==> src/rtl/mem_channel_arbiter_if.sv <==
// Bus bundle between two HLS accelerator memory ports, the channel arbiter and the RAM model.
// The arbiter takes the slave view: master request fields and memory responses come in,
// while arbitrated memory requests and per-master responses go out.
interface mem_channel_arbiter_if #(
    parameter int unsigned ADDR_W = 10,
    parameter int unsigned DATA_W = 32,
    parameter int unsigned SIZE_W = 6
);
    // Accelerator side, master i occupies slice i of each packed field
    logic [1:0]          m_oe;
    logic [1:0]          m_we;
    logic [2*ADDR_W-1:0] m_addr;
    logic [2*DATA_W-1:0] m_wdata;
    logic [2*SIZE_W-1:0] m_size;
    logic [2*DATA_W-1:0] m_rdata;
    logic [1:0]          m_datardy;

    // Memory side
    logic                mem_oe;
    logic                mem_we;
    logic [ADDR_W-1:0]   mem_addr;
    logic [DATA_W-1:0]   mem_wdata;
    logic [SIZE_W-1:0]   mem_size;
    logic [DATA_W-1:0]   mem_rdata;
    logic                mem_datardy;

    // Sticky watchdog status
    logic                arb_err;

    // Environment view: accelerators and RAM model
    modport master (
        output m_oe, m_we, m_addr, m_wdata, m_size, mem_rdata, mem_datardy,
        input  m_rdata, m_datardy, mem_oe, mem_we, mem_addr, mem_wdata, mem_size, arb_err
    );

    // Arbiter view
    modport slave (
        input  m_oe, m_we, m_addr, m_wdata, m_size, mem_rdata, mem_datardy,
        output m_rdata, m_datardy, mem_oe, mem_we, mem_addr, mem_wdata, mem_size, arb_err
    );
endinterface

==> src/rtl/mem_channel_arbiter.sv <==
// Two-master round-robin arbiter for one Bambu external memory channel.
// A grant is taken one cycle after a request appears and is held until the memory returns
// DataRdy; a pending request from the other master is then granted with no idle cycle.
// Optional feature macro: ARB_WATCHDOG_EN adds a completion watchdog of TIMEOUT_CYC cycles
// that forces a zero-data completion and sets the sticky arb_err flag.
module mem_channel_arbiter #(
    parameter int unsigned ADDR_W      = 10,
    parameter int unsigned DATA_W      = 32,
    parameter int unsigned SIZE_W      = 6,
    parameter int unsigned TIMEOUT_CYC = 1024
) (
    input  logic                  clock_i,
    input  logic                  reset_ni,
    mem_channel_arbiter_if.slave  bus_io
);

    typedef enum logic {StIdle, StBusy} state_e;

    state_e state_q, state_d;
    logic   gnt_q, gnt_d;
    logic   rr_q, rr_d;

    logic [1:0] req;
    logic       busy;
    logic       wd_fire;
    logic       done;

    logic [2*DATA_W-1:0] m_rdata;
    logic [1:0]          m_datardy;
    logic                mem_oe;
    logic                mem_we;
    logic [ADDR_W-1:0]   mem_addr;
    logic [DATA_W-1:0]   mem_wdata;
    logic [SIZE_W-1:0]   mem_size;

    assign req  = bus_io.m_oe | bus_io.m_we;
    assign busy = (state_q == StBusy);
    // A forced watchdog completion is treated exactly like a real DataRdy
    assign done = busy & (bus_io.mem_datardy | wd_fire);

`ifdef ARB_WATCHDOG_EN
    localparam int unsigned WdW = $clog2(TIMEOUT_CYC);
    localparam logic [WdW-1:0] WdLast = WdW'(TIMEOUT_CYC - 1);

    logic [WdW-1:0] wd_cnt_q, wd_cnt_d;
    logic           arb_err_q, arb_err_d;

    assign wd_fire = busy & ~bus_io.mem_datardy & (wd_cnt_q == WdLast);

    // Watchdog count: zero while idle (so BUSY entry starts at 0), cleared on each completion
    always_comb begin
        wd_cnt_d  = wd_cnt_q;
        arb_err_d = arb_err_q | wd_fire;
        if (!busy || done) begin
            wd_cnt_d = '0;
        end else begin
            wd_cnt_d = wd_cnt_q + 1'b1;
        end
    end

    // Watchdog state registers
    always_ff @(posedge clock_i or negedge reset_ni) begin
        if (!reset_ni) begin
            wd_cnt_q  <= '0;
            arb_err_q <= 1'b0;
        end else begin
            wd_cnt_q  <= wd_cnt_d;
            arb_err_q <= arb_err_d;
        end
    end

    assign bus_io.arb_err = arb_err_q;
`else
    assign wd_fire        = 1'b0;
    assign bus_io.arb_err = 1'b0;
`endif

    // Arbitration state registers
    always_ff @(posedge clock_i or negedge reset_ni) begin
        if (!reset_ni) begin
            state_q <= StIdle;
            gnt_q   <= 1'b0;
            rr_q    <= 1'b0;
        end else begin
            state_q <= state_d;
            gnt_q   <= gnt_d;
            rr_q    <= rr_d;
        end
    end

    // Next-state: grant on request while idle, hand over or release on completion
    always_comb begin
        state_d = state_q;
        gnt_d   = gnt_q;
        rr_d    = rr_q;
        unique case (state_q)
            StIdle: begin
                if (req == 2'b11) begin
                    state_d = StBusy;
                    gnt_d   = rr_q;
                end else if (req[0]) begin
                    state_d = StBusy;
                    gnt_d   = 1'b0;
                end else if (req[1]) begin
                    state_d = StBusy;
                    gnt_d   = 1'b1;
                end
            end
            StBusy: begin
                if (done) begin
                    rr_d = ~gnt_q;
                    // The completing master is still dropping its request, so only the
                    // other master can be granted here
                    if (req[~gnt_q]) begin
                        gnt_d = ~gnt_q;
                    end else begin
                        state_d = StIdle;
                    end
                end
            end
            default: begin
                state_d = StIdle;
            end
        endcase
    end

    // Output mux: forward the granted master while busy, everything zero while idle
    always_comb begin
        mem_oe    = 1'b0;
        mem_we    = 1'b0;
        mem_addr  = '0;
        mem_wdata = '0;
        mem_size  = '0;
        m_datardy = 2'b00;
        m_rdata   = '0;
        if (busy) begin
            if (gnt_q) begin
                mem_oe    = bus_io.m_oe[1];
                mem_we    = bus_io.m_we[1];
                mem_addr  = bus_io.m_addr[2*ADDR_W-1:ADDR_W];
                mem_wdata = bus_io.m_wdata[2*DATA_W-1:DATA_W];
                mem_size  = bus_io.m_size[2*SIZE_W-1:SIZE_W];
                m_datardy[1] = done;
                // Forced watchdog completions carry zero data
                if (bus_io.mem_datardy) begin
                    m_rdata[2*DATA_W-1:DATA_W] = bus_io.mem_rdata;
                end
            end else begin
                mem_oe    = bus_io.m_oe[0];
                mem_we    = bus_io.m_we[0];
                mem_addr  = bus_io.m_addr[ADDR_W-1:0];
                mem_wdata = bus_io.m_wdata[DATA_W-1:0];
                mem_size  = bus_io.m_size[SIZE_W-1:0];
                m_datardy[0] = done;
                if (bus_io.mem_datardy) begin
                    m_rdata[DATA_W-1:0] = bus_io.mem_rdata;
                end
            end
        end
    end

    assign bus_io.mem_oe    = mem_oe;
    assign bus_io.mem_we    = mem_we;
    assign bus_io.mem_addr  = mem_addr;
    assign bus_io.mem_wdata = mem_wdata;
    assign bus_io.mem_size  = mem_size;
    assign bus_io.m_datardy = m_datardy;
    assign bus_io.m_rdata   = m_rdata;

endmodule
==> src/flat_wrapper.sv <==
// flat-port wrapper written by rule: the top's interface ports become plain ports
module mem_channel_arbiter_flat 
#(
    parameter int unsigned ADDR_W      = 10,
    parameter int unsigned DATA_W      = 32,
    parameter int unsigned SIZE_W      = 6,
    parameter int unsigned TIMEOUT_CYC = 1024
)
  (clock_i, reset_ni, bus_io_m_oe, bus_io_m_we, bus_io_m_addr, bus_io_m_wdata, bus_io_m_size, bus_io_mem_rdata, bus_io_mem_datardy, bus_io_m_rdata, bus_io_m_datardy, bus_io_mem_oe, bus_io_mem_we, bus_io_mem_addr, bus_io_mem_wdata, bus_io_mem_size, bus_io_arb_err);
  mem_channel_arbiter_if #(.ADDR_W(ADDR_W), .DATA_W(DATA_W), .SIZE_W(SIZE_W)) bus_io_i ();
  input  logic clock_i;
  input  logic reset_ni;
  input wire logic [$bits(bus_io_i.m_oe)-1:0] bus_io_m_oe;
  input wire logic [$bits(bus_io_i.m_we)-1:0] bus_io_m_we;
  input wire logic [$bits(bus_io_i.m_addr)-1:0] bus_io_m_addr;
  input wire logic [$bits(bus_io_i.m_wdata)-1:0] bus_io_m_wdata;
  input wire logic [$bits(bus_io_i.m_size)-1:0] bus_io_m_size;
  input wire logic [$bits(bus_io_i.mem_rdata)-1:0] bus_io_mem_rdata;
  input wire logic [$bits(bus_io_i.mem_datardy)-1:0] bus_io_mem_datardy;
  output wire logic [$bits(bus_io_i.m_rdata)-1:0] bus_io_m_rdata;
  output wire logic [$bits(bus_io_i.m_datardy)-1:0] bus_io_m_datardy;
  output wire logic [$bits(bus_io_i.mem_oe)-1:0] bus_io_mem_oe;
  output wire logic [$bits(bus_io_i.mem_we)-1:0] bus_io_mem_we;
  output wire logic [$bits(bus_io_i.mem_addr)-1:0] bus_io_mem_addr;
  output wire logic [$bits(bus_io_i.mem_wdata)-1:0] bus_io_mem_wdata;
  output wire logic [$bits(bus_io_i.mem_size)-1:0] bus_io_mem_size;
  output wire logic [$bits(bus_io_i.arb_err)-1:0] bus_io_arb_err;
  assign bus_io_i.m_oe = bus_io_m_oe;
  assign bus_io_i.m_we = bus_io_m_we;
  assign bus_io_i.m_addr = bus_io_m_addr;
  assign bus_io_i.m_wdata = bus_io_m_wdata;
  assign bus_io_i.m_size = bus_io_m_size;
  assign bus_io_i.mem_rdata = bus_io_mem_rdata;
  assign bus_io_i.mem_datardy = bus_io_mem_datardy;
  assign bus_io_m_rdata = bus_io_i.m_rdata;
  assign bus_io_m_datardy = bus_io_i.m_datardy;
  assign bus_io_mem_oe = bus_io_i.mem_oe;
  assign bus_io_mem_we = bus_io_i.mem_we;
  assign bus_io_mem_addr = bus_io_i.mem_addr;
  assign bus_io_mem_wdata = bus_io_i.mem_wdata;
  assign bus_io_mem_size = bus_io_i.mem_size;
  assign bus_io_arb_err = bus_io_i.arb_err;
  mem_channel_arbiter #(.ADDR_W(ADDR_W), .DATA_W(DATA_W), .SIZE_W(SIZE_W), .TIMEOUT_CYC(TIMEOUT_CYC)) u_core (.clock_i(clock_i), .reset_ni(reset_ni), .bus_io(bus_io_i));
endmodule
==> config.mk <==
export PLATFORM = sky130hd
export DESIGN_NAME = mem_channel_arbiter_flat
export DESIGN_NICKNAME = d
export VERILOG_FILES = /design/src/rtl/mem_channel_arbiter_if.sv /design/src/rtl/mem_channel_arbiter.sv /design/src/flat_wrapper.sv
export SDC_FILE = /design/constraint.sdc
export NUM_CORES = 1
export LEC_CHECK = 0
export CAP_MARGIN = 20
export CORE_AREA = 2 2 98 100
export CTS_CLUSTER_SIZE = 24
export DETAILED_ROUTE_END_ITERATION = 8
export DIE_AREA = 0 0 100 102
export PLACE_DENSITY = 0.69
export SYNTH_ARGS = -nofsm -noshare
export SYNTH_HDL_FRONTEND = slang
export SYNTH_SLANG_ARGS = --single-unit
==> constraint.sdc <==
create_clock -name clock_i -period 3.4 [get_ports clock_i]
set_input_delay 0.51 -clock clock_i [delete_from_list [all_inputs] [get_ports clock_i]]
set_output_delay 0.51 -clock clock_i [all_outputs]
set_load 0.02 [all_outputs]
; Word-level counts from Yosys, hierarchy flattened
; Cells that the tools add are included.
[totals]
out_inout_bits = 117
reg_bits = 3
in_bits = 135
[classes]
eq_ne = 4
bitwise_logic = 4
reduce_logical = 2
magnitude_cmp = 1
muxes = 31
[ops]
columns = op, n
row1 = $mux W32, 5
row2 = $mux W64, 1
row3 = $mux W10, 2
row4 = $mux W1, 18
row5 = $mux W6, 2
row6 = $ne A2 B2 Y1 const B, 2
row7 = $ne A4 B1 Y1 const B, 1
row8 = $pmux W1 S2, 2
row9 = $reduce_and A3 Y1, 1
row10 = $eq A2 B2 Y1 const B, 1
row11 = $lt A1 B2 Y1 const B, 1
row12 = $mux W2, 1
row13 = $not A1 Y1, 2
row14 = $or A2 B2 Y2, 1
row15 = $reduce_and A2 Y1, 1
row16 = $and A1 B1 Y1, 1

; Depth between registers and ports, before layout
; Gate-level depths: netlist of run 1.
[logic_depth]
depth_word = 6
depth_mapped = 5
depth_no_buf = 3

; Worst setup path before layout of run 1
; Ideal clock, no wire load.
[synth_path]
kind = input to output
from = in bus_io_mem_datardy
to = out bus_io_m_rdata[24]
stages = 4
slack_ns = 1.781
t_required_ns = 2.890
n_path_buf = 1
arrival_time_ns = 1.109
cell_sequence = nand2_2 -> nor2_4 -> buf_6 -> and2_1
[synth_via]
elab_chain_cells = 3
[synth_lines]
columns = item, line_no
row1 = "start, declared", flat_wrapper.sv:19  ; input wire logic [$bits(bus_io_i.mem_datardy)-1:0] bus_io_mem_datardy;
row2 = $mux W32, mem_channel_arbiter.sv:155  ; if (bus_io.mem_datardy) begin
row3 = $mux W32, mem_channel_arbiter.sv:137  ; if (gnt_q) begin
row4 = $mux W64, mem_channel_arbiter.sv:136  ; if (busy) begin
row5 = "end, declared", flat_wrapper.sv:20  ; output wire logic [$bits(bus_io_i.m_rdata)-1:0] bus_io_m_rdata;
; No other way between the ends.

; Final worst setup path of run 1
[layout_path]
from = in bus_io_mem_datardy
to = out bus_io_m_rdata[15]
; Same word-level chain as after synthesis.

==> run summary, run 1 <==
=====================================================================================
Result of the run ...................................................... complete, no violations
TNS Setup ..............................................................         0 ns
Routed met1 length .....................................................      2460 um
Maximum count of clock buffers along a single path .....................            2
Worst Max-Slew Pin Slew ................................................     0.550 ns
Synth Area in XOR/XNOR .................................................           0%
Net count after synthesis ..............................................          336
Largest net degree at the start of global routing ......................           35
Net switching fraction of the power ....................................        45.7%
Final setup fails ......................................................            0
Initial antenna violation count ........................................            0
Number of synthesis warnings ...........................................            0
Detailed-placement wirelength estimate .................................      6440 um
Portion of total power attributed to the clock network .................         5.0%
Share of the yosys chip area belonging to registers ....................        4.75%
Num Clock Sinks ........................................................            3
Latest clock arrival within the worst-skew pair ........................      0.21 ns
Simple-gate area share of the yosys netlist ............................        48.2%
Min Tclk post-route ....................................................      2.97 ns
Sum of overflow across all layers after global routing .................            0
Height of the chip .....................................................       102 um
CP startpoint .......................................................... bus_io_mem_datardy
Crit start category ....................................................    input pin
Worst-case register-to-register setup slack ............................      1.73 ns
Post-Place Worst Slack .................................................     0.412 ns
Vias in the first global route .........................................         2208
Starting density of the core ...........................................        17.3%
Number of buffer cells added on primary ports ..........................          250
Worst clock skew .......................................................   0.00128 ns
Worst hold path class .................................................. input pin to asynchronous set/reset pin
Quantity of hold-fixing buffers added after cts ........................            0
Global-route wire length before repair .................................     10600 um
First-pass DRT Iterations ..............................................            4
Gate count of the mapped netlist .......................................          201
Area used by multi-input combinational logic ...........................  0.00133 mm2
Combinational family with the most area after synthesis ................ simple AND/OR/NAND/NOR gates
Filler cell count in the final layout ..................................          903
Layout cell share with drive strength beyond 1 .........................        3.18%
Data arrival at the endpoint of the critical path ......................      2.46 ns
N_diodes ...............................................................            0
Cell depth of the worst flop-to-flop path ..............................            4
Number of standard-cell rows in the floorplan ..........................           35
Synthesized-area fraction occupied by ao, oa, aoi and oai cells ........        3.96%
TritonCTS buffer count .................................................            3
Average instance area after synthesis ..................................     7.86 um2
Post-DP Area ...........................................................  0.00408 mm2
Post-synthesis sequential element count ................................            3
DR WL met3 .............................................................       818 um
Largest voltage drop on the vdd net ....................................   0.000193 V
Via count of the routed design .........................................         2231
Final Hold Vio Count ...................................................            0
Count of routing violations after the opening detailed-route iteration .           28
Final layout net count .................................................          576
Post-synth design cell area ............................................  0.00158 mm2
Routability Congestion .................................................        0.766
Core Box Area ..........................................................  0.00911 mm2
DR vias/cell ...........................................................         4.05
Required time of the critical path .....................................      2.89 ns
Kind of capture point of the worst setup path ..........................   output pin
Antenna viol nets, final ...............................................            0
Share of cell area taken by muxes after synthesis ......................        31.7%
Post-Synth Adder-Cell Area .............................................           0%
Post-synthesis cell type count .........................................           23
Power density normalized to cell area ..................................   484 mW/mm2
Worst setup margin .....................................................     0.432 ns
Setup fix buffers added after clock tree synthesis .....................            0
TritonCTS clock tree ...................................................         done
Highest achievable clock rate ..........................................      337 MHz
Endpoint of the most critical setup path ............................... bus_io_m_rdata[15]
Fin util ...............................................................        45.2%
Comb power frac ........................................................        90.3%
Remaining design rule violation count ..................................            0
Floorplan die area .....................................................   0.0102 mm2
Top fanout value on the critical path ..................................           34
Tcrit/Tclk final .......................................................        87.3%
I/O pin cnt ............................................................          252
Reg2Reg Capture Point ..................................................  u_core.busy
Setup repair after global routing missed its margin ....................        false
Sequential share of power ..............................................         4.7%
Highest routed layer ...................................................         met4
Clock Pin Slew Worst Setup and Hold Paths ..............................      0.03 ns
Final standard cell area without fillers ...............................  0.00412 mm2
Horiz. Die Dim .........................................................       100 um
Number of max-slew violations in the final report ......................            0
Number of instances resized during post-cts repair .....................            0
Internal power consumption .............................................      1.08 mW
Syn-to-layout area delta ...............................................         161%
Max-cap violation count ................................................            0
Net switching component of the power ...................................       912 uW
Area used by sequential logic in the layout ............................     76.3 um2
Average wire per cell in the routed design .............................      13.3 um
Root buffer cell .......................................................     clkbuf_8
Sum of internal, switching and leakage power ...........................      1.99 mW
Wire length reported by the detailed router ............................      7330 um
Worst-case headroom to the max-slew limit ..............................        63.2%
Tot GR Track Use .......................................................        12.8%
Clock H-tree levels ....................................................            1
Met2 Routed Length .....................................................      3870 um
Static leakage .........................................................      1.67 nW
Setup CP Type .......................................................... input pin to output pin
R2r startpoint ......................................................... u_core.gnt_q
=====================================================================================
-- state kept, by name, indices dropped and copies added, names as in the netlist --
name and flops:
u_core.busy 1, u_core.gnt_q 1, u_core.rr_q 1
-- cell usage after synthesis --
| cell | instances | area (um2) |
|---|---|---|
| dfrtp_1 | 3 | 75.1 |
| buf_12 | 1 | 20.0 |
| buf_6 | 4 | 45.0 |
| and2_1 | 64 | 400 |
| buf_8 | 4 | 60.1 |
| nor2_4 | 1 | 11.3 |
| a21oi_1 | 1 | 5.00 |
| conb_1 | 1 | 3.75 |
| o21a_1 | 1 | 7.51 |
| nor2b_1 | 50 | 313 |
| mux2i_1 | 50 | 500 |
| o21ai_2 | 1 | 8.76 |
| clkbuf_1 | 5 | 18.8 |
| o211ai_2 | 1 | 12.5 |
| buf_4 | 3 | 22.5 |
| a2bb2oi_1 | 1 | 8.76 |
| nor3_1 | 3 | 15.0 |
| nor2_1 | 1 | 3.75 |
| nand2_2 | 1 | 6.26 |
| buf_2 | 2 | 10.0 |
| a211oi_2 | 1 | 12.5 |
| and3_4 | 1 | 11.3 |
| a21o_1 | 1 | 7.51 |
-- area by class of cell --
type	count	area share, %
tap	111	3.37
multi-input combinational	179	32.2
timing repair buffer	254	61.5
sequential	3	1.85
clock buffer	4	1.09
-- cells in the final DEF, fill, tap and decap left out, types with 2 or more instances in the layout --
cell / synthesis / layout
dfrtp_1: 3 / 2
clkdlybuf4s50_1: 0 / 250
nor2b_1: 50 / 50
clkbuf_8: 0 / 3
buf_4: 3 / 4
nor3_1: 3 / 3
mux2i_1: 50 / 50
and2_1: 64 / 64
-- cell families after synthesis --
group / after synthesis
buffers and inverters: 19
AO/OA/AOI/OAI: 7
other: 1
multiplexers: 50
flip-flops: 3
AND/OR/NAND/NOR: 121
-- power by group through the flow --
stage	combinational (mW)	sequential, mW	clock (mW)
after floorplan	1.12	0.0540	0
after CTS	1.83	0.0946	0.103
after global placement	1.81	0.0957	0
after detailed placement	1.82	0.0956	0
after global routing	1.92	0.0973	0.104
final	1.80	0.0936	0.100
-- critical path, stage by stage --
cell             delay, ns
clkdlybuf4s50_1       0.56
nand2_2               0.11
nor2_4                0.44
and2_1                0.22
clkdlybuf4s50_1       0.60
-- layer usage --
metal / GRT usage [%] / vias to the layer above
met4: 4.11 / 0
met1: 13.0 / 939
met5: 0 / -
met2: 24.8 / 142
li1: - / 1134
met3: 4.17 / 16
-- per-stage QoR --
step	std cells	hold WS, ns
after detailed placement	547	0.475
after CTS	551	0.479
final	551	0.480
after floorplan	201	0.214
after global routing	551	0.486
after global placement	547	0.483
-- worst min-delay path by stage --
stage                      from            to  slack [ns]  depth (start not counted)
global route        u_core.rr_q   u_core.rr_q        0.49                          1
CTS                    reset_ni  u_core.gnt_q        0.48                          1
global placement    u_core.rr_q   u_core.rr_q        0.48                          1
floorplan              reset_ni   u_core.busy        0.21                          0
finish                 reset_ni  u_core.gnt_q        0.48                          1
detailed placement  u_core.rr_q   u_core.rr_q        0.48                          1
No activity file was read; power rests on OpenSTA's default activity.
==> inputs of run 2 (changes only) <==
--- a/config.mk
+++ b/config.mk
@@ -10,7 +10,7 @@
 export CTS_CLUSTER_SIZE = 24
 export DETAILED_ROUTE_END_ITERATION = 8
 export DIE_AREA = 0 0 100 102
-export PLACE_DENSITY = 0.69
+export PLACE_DENSITY = 0.71
 export SYNTH_ARGS = -nofsm -noshare
 export SYNTH_HDL_FRONTEND = slang
 export SYNTH_SLANG_ARGS = --single-unit
==> run summary, run 2 (synthesized netlist as in run 1, its figures left out) <==
=====================================================================================
Most frequent standard cell in the layout excluding fill and tap cells . clkdlybuf4s50_1
First-pass DRT Iterations ..............................................            4   unchanged
Highest achievable clock rate ..........................................      337 MHz   about the same
Layout cell share with drive strength beyond 1 .........................        2.74%   -0.44 points
Final Hold Vio Count ...................................................            0   unchanged
Met2 track demand over resource ........................................        27.5%   +2.7 points
Crit start category ....................................................    input pin
Commonest cells after routing, fill and taps aside ..................... clkdlybuf4s50_1 (250), and2_1 (64), mux2i_1 (50), nor2b_1 (50)
Power density normalized to cell area ..................................   486 mW/mm2   +0.44%
Routability Congestion .................................................        0.754   -1.6%
Largest voltage drop on the vdd net ....................................   0.000215 V   +11%
TNS Setup ..............................................................         0 ns   unchanged
Number of buffer cells added on primary ports ..........................          250   unchanged
Latest clock arrival within the worst-skew pair ........................      0.21 ns   about the same
Area used by sequential logic in the layout ............................     76.3 um2   unchanged
Count of routing violations after the opening detailed-route iteration .           23   -18%
Busiest layer in global routing ........................................         met2
Fin util ...............................................................        45.2%   unchanged
Clock Pin Slew Worst Setup and Hold Paths ..............................      0.03 ns   about the same
Core Box Area ..........................................................  0.00911 mm2   unchanged
Wire length reported by the detailed router ............................      7380 um   +0.75%
Min Tclk post-route ....................................................      2.97 ns   -0.00132 ns
Remaining design rule violation count ..................................            0   unchanged
Num Clock Sinks ........................................................            3   unchanged
Number of instances resized during post-cts repair .....................            0   unchanged
TritonCTS buffer count .................................................            3   unchanged
Worst setup margin .....................................................     0.433 ns   +0.00132 ns
Height of the chip .....................................................       102 um   unchanged
Quantity of hold-fixing buffers added after cts ........................            0   unchanged
Vias in the first global route .........................................         2171   -1.7%
Number of max-slew violations in the final report ......................            0   unchanged
Average wire per cell in the routed design .............................      13.4 um   +0.93%
Horiz. Die Dim .........................................................       100 um   unchanged
Final setup fails ......................................................            0   unchanged
Sum of overflow across all layers after global routing .................            0   unchanged
Kind of capture point of the worst setup path ..........................   output pin
Post-Place Worst Slack .................................................     0.418 ns   +0.00592 ns
Global-route wire length before repair .................................     10700 um   +0.46%
Data arrival at the endpoint of the critical path ......................      2.46 ns   about the same
Number of standard-cell rows in the floorplan ..........................           35   unchanged
Final layout net count .................................................          574   -0.35%
Tot GR Track Use .......................................................        13.2%   +0.38 points
Top fanout value on the critical path ..................................           34   unchanged
Setup fix buffers added after clock tree synthesis .....................            0   unchanged
DR vias/cell ...........................................................         4.07   +0.59%
Worst-case headroom to the max-slew limit ..............................        64.4%   +1.2 points
Via count of the routed design .........................................         2240   +0.40%
Worst hold path class .................................................. register to register
GRT met3 Usage .........................................................        3.28%   -0.89 points
Setup repair after global routing missed its margin ....................        false
TritonCTS clock tree ...................................................         done
Tcrit/Tclk final .......................................................        87.3%   about the same
Setup CP Type .......................................................... input pin to output pin
Clock H-tree levels ....................................................            1   unchanged
Initial antenna violation count ........................................            1   +1
Detailed-placement wirelength estimate .................................      6510 um   +1.1%
Floorplan die area .....................................................   0.0102 mm2   unchanged
Area used by multi-input combinational logic ...........................  0.00133 mm2   unchanged
Static leakage .........................................................      1.66 nW   -0.25%
Largest net degree at the start of global routing ......................           48   +37%
Result of the run ...................................................... complete, no violations
Antenna viol nets, final ...............................................            0   unchanged
Filler cell count in the final layout ..................................          911   +0.89%
Syn-to-layout area delta ...............................................         161%   unchanged
Worst Max-Slew Pin Slew ................................................     0.532 ns   -0.0180 ns
GR met1 Demand/Resource ................................................        12.4%   -0.56 points
I/O pin cnt ............................................................          252   unchanged
Required time of the critical path .....................................      2.89 ns   about the same
Root buffer cell .......................................................     clkbuf_8
Starting density of the core ...........................................        17.3%   unchanged
Maximum count of clock buffers along a single path .....................            2   unchanged
Worst clock skew .......................................................   0.00216 ns   +0.000879 ns
Max-cap violation count ................................................            0   unchanged
=====================================================================================
[run 2: final cells by class]
| type | count | share of cell area, % |
|---|---|---|
| antenna | 1 | 0.0607 |
| clock buffer | 4 | 1.09 |
| multi-input combinational | 179 | 32.2 |
| sequential | 3 | 1.85 |
| tap | 111 | 3.37 |
| timing repair buffer | 252 | 61.4 |
[run 2: critical path, stage by stage]
cell and delay [ns]:
clkdlybuf4s50_1 0.57, nand2_2 0.12, nor2_4 0.43, and2_1 0.21, clkdlybuf4s50_1 0.60
[run 2: through the flow]
step / instances / total power [mW] / hold slack [ns] / area [um2]
2_1_floorplan: 201 / 1.17 / 0.214 / 1580
3_3_place_gp: 545 / 1.92 / 0.481 / 4070
3_5_place_dp: 545 / 1.93 / 0.471 / 4070
4_1_cts: 549 / 2.04 / 0.477 / 4120
5_1_grt: 550 / 2.14 / 0.489 / 4120
6_report: 550 / 2.00 / 0.474 / 4120
[run 2: final timing paths]
path                               startpoint                  to  slack (ns)  depth (start not counted)
max                        bus_io_mem_datardy  bus_io_m_rdata[30]        0.43                          5
max in group asynchronous            reset_ni        u_core.gnt_q        2.77                          1
max reg2reg                      u_core.gnt_q        u_core.gnt_q        1.93                          4
min in group asynchronous            reset_ni        u_core.gnt_q        0.48                          1
min                               u_core.rr_q         u_core.rr_q        0.47                          1
min reg2reg                       u_core.rr_q         u_core.rr_q        0.47                          1
[run 2: report_power, final]
part	total (mW)	internal [mW]	switching [mW]
Clock	0.101	0.0797	0.0211
Sequential	0.0996	0.0486	0.0510
Combinational	1.80	0.959	0.844
[run 2: layer usage]
layer | wire (um) | share of wire, %
met1 | 2440 | 33
met2 | 4020 | 54
met3 | 800 | 11
met4 | 126 | 1.7
met5 | 0 | 0
==> inputs of run 3 (changes only) <==
--- a/config.mk
+++ b/config.mk
@@ -11,6 +11,7 @@
 export DETAILED_ROUTE_END_ITERATION = 8
 export DIE_AREA = 0 0 100 102
 export PLACE_DENSITY = 0.71
+export SETUP_SLACK_MARGIN = 0.3
 export SYNTH_ARGS = -nofsm -noshare
 export SYNTH_HDL_FRONTEND = slang
 export SYNTH_SLANG_ARGS = --single-unit
==> run summary, run 3 (synthesized netlist as in run 1, its figures left out) <==
=====================================================================================
Latest clock arrival within the worst-skew pair ........................      0.21 ns   about the same
First-pass DRT Iterations ..............................................            4   unchanged
Net switching fraction of the power ....................................        46.0%   +0.29 points
Initial antenna violation count ........................................            1   unchanged
Internal power consumption .............................................      1.09 mW   +0.25%
Worst hold path class .................................................. register to register
Setup fix buffers added after clock tree synthesis .....................            0   unchanged
Layout cell share with drive strength beyond 1 .........................        2.96%   +0.22 points
Clock H-tree levels ....................................................            1   unchanged
Power density normalized to cell area ..................................   489 mW/mm2   +0.50%
Final standard cell area without fillers ...............................  0.00413 mm2   +0.27%
Max-cap violation count ................................................            0   unchanged
Detailed-placement wirelength estimate .................................      6510 um   unchanged
Setup repair after global routing missed its margin ....................        false
Final setup fails ......................................................            0   unchanged
Root buffer cell .......................................................     clkbuf_8
Core Box Area ..........................................................  0.00911 mm2   unchanged
Tot GR Track Use .......................................................        13.2%   unchanged
Number of instances resized during post-cts repair .....................            0   unchanged
Number of buffer cells added on primary ports ..........................          250   unchanged
Floorplan die area .....................................................   0.0102 mm2   unchanged
Data arrival at the endpoint of the critical path ......................      2.37 ns   -0.09 ns
Vias in the first global route .........................................         2171   unchanged
Global-route wire length before repair .................................     10700 um   unchanged
Filler cell count in the final layout ..................................          912   +0.11%
Critical-path cell with the highest stage delay ........................ clkdlybuf4s50_1
Horiz. Die Dim .........................................................       100 um   unchanged
Cell family contributing the most delay on the critical path ........... buffers and inverters
Number of max-slew violations in the final report ......................            0   unchanged
Worst-case headroom to the max-slew limit ..............................        63.4%   -1.1 points
Kind of capture point of the worst setup path ..........................   output pin
Min Tclk post-route ....................................................      2.88 ns   -0.0853 ns
Comb power frac ........................................................        89.8%   -0.2 points
Syn-to-layout area delta ...............................................         162%
Result of the run ...................................................... complete, no violations
Top fanout value on the critical path ..................................           17   -50%
Net switching component of the power ...................................       929 uW   +1.4%
CP startpoint .......................................................... bus_io_mem_datardy
Final layout net count .................................................          575   +0.17%
TritonCTS clock tree ...................................................         done
Most repeated library cell on the critical path ........................ clkdlybuf4s50_1
Remaining design rule violation count ..................................            0   unchanged
Routability Congestion .................................................        0.754   unchanged
Post-DP Area ...........................................................  0.00407 mm2   unchanged
Most frequent standard cell in the layout excluding fill and tap cells . clkdlybuf4s50_1
Startpoint of the most critical hold path ..............................  u_core.rr_q
Cells traversed along the worst timing path ............................ clkdlybuf4s50_1, nand2_2, nor2_4, and2_1, clkdlybuf4s50_1
Buffers plus inverters on the worst setup path .........................            2   unchanged
Antenna viol nets, final ...............................................            0   unchanged
R2r startpoint ......................................................... u_core.gnt_q
Via count of the routed design .........................................         2267   +1.2%
Largest stage delay on the critical path ...............................      0.61 ns   about the same
Count of routing violations after the opening detailed-route iteration .           21   -8.7%
Largest net degree at the start of global routing ......................           48   unchanged
Final Hold Vio Count ...................................................            0   unchanged
Starting density of the core ...........................................        17.3%   unchanged
Commonest cells after routing, fill and taps aside ..................... clkdlybuf4s50_1 (250), and2_1 (64), mux2i_1 (50), nor2b_1 (50)
DR vias/cell ...........................................................         4.11   +1.0%
Height of the chip .....................................................       102 um   unchanged
Required time of the critical path .....................................      2.89 ns   about the same
Worst clock skew .......................................................   0.00216 ns   unchanged
Setup CP Type .......................................................... input pin to output pin
Average wire per cell in the routed design .............................      13.8 um   +2.9%
Tcrit/Tclk final .......................................................        84.8%   -2.5 points
TritonCTS buffer count .................................................            3   unchanged
I/O pin cnt ............................................................          252   unchanged
Maximum count of clock buffers along a single path .....................            2   unchanged
Clock Pin Slew Worst Setup and Hold Paths ..............................      0.03 ns   about the same
Sequential share of power ..............................................         5.2%   +0.2 points
Highest achievable clock rate ..........................................      347 MHz   +3.0%
TNS Setup ..............................................................         0 ns   unchanged
Largest voltage drop on the vdd net ....................................   0.000215 V   about the same
Num Clock Sinks ........................................................            3   unchanged
Static leakage .........................................................      1.67 nW   +0.15%
Worst Max-Slew Pin Slew ................................................     0.550 ns   +0.0175 ns
Sum of overflow across all layers after global routing .................            0   unchanged
Crit start category ....................................................    input pin
Quantity of hold-fixing buffers added after cts ........................            0   unchanged
Number of standard-cell rows in the floorplan ..........................           35   unchanged
Portion of total power attributed to the clock network .................         5.0%   about the same
Wire length reported by the detailed router ............................      7610 um   +3.1%
=====================================================================================
## run 3: changes by cell type in the layout (fill, tap and decap cells not counted), sizes merged
cell / previous run / this run
nor2: 2 / 3
## run 3: per-stage QoR
stage               cells  worst slack, ns  total power [mW]  hold slack [ns]  util [%]
floorplan             201             1.78              1.17            0.214         -
global placement      545            0.475              1.92            0.481      44.7
detailed placement    545            0.418              1.93            0.471      44.7
CTS                   549            0.408              2.04            0.477      45.2
global route          551            0.372              2.15            0.489      45.4
finish                551            0.518              2.02            0.473      45.4
## run 3: path summary, 6_finish.rpt
path	endpoint	slack, ns	depth (start not counted)
worst min-delay path	u_core.rr_q	0.47	1
worst max-delay path	bus_io_m_rdata[31]	0.52	5
worst max register to register	u_core.gnt_q	1.88	4
worst min register to register	u_core.rr_q	0.47	1
min in group asynchronous	u_core.gnt_q	0.48	1
max in group asynchronous	u_core.gnt_q	2.77	1
## run 3: cell type report
type	instances	area (um2)	area share, %
tap	111	139	3.36
clock buffer	4	45.0	1.09
antenna	1	2.50	0.0606
sequential	3	76.3	1.85
multi-input combinational	180	1340	32.4
timing repair buffer	252	2530	61.2
## run 3: power groups by stage
stage                     clock [mW]  sequential, mW  combinational [mW]
final                          0.101           0.106                1.81
after detailed placement           0           0.102                1.83
after CTS                      0.104           0.101                1.83
after floorplan                    0          0.0540                1.12
after global routing           0.108           0.110                1.93
after global placement             0           0.101                1.82
## run 3: per-layer routing
layer  vias up  track usage, %  wire length [um]
li1       1133               -                 -
met1       975            12.4              2500
met2       153            27.5              4140
met3         6            3.28               815
met4         0            4.32               155
met5         -               0                 0
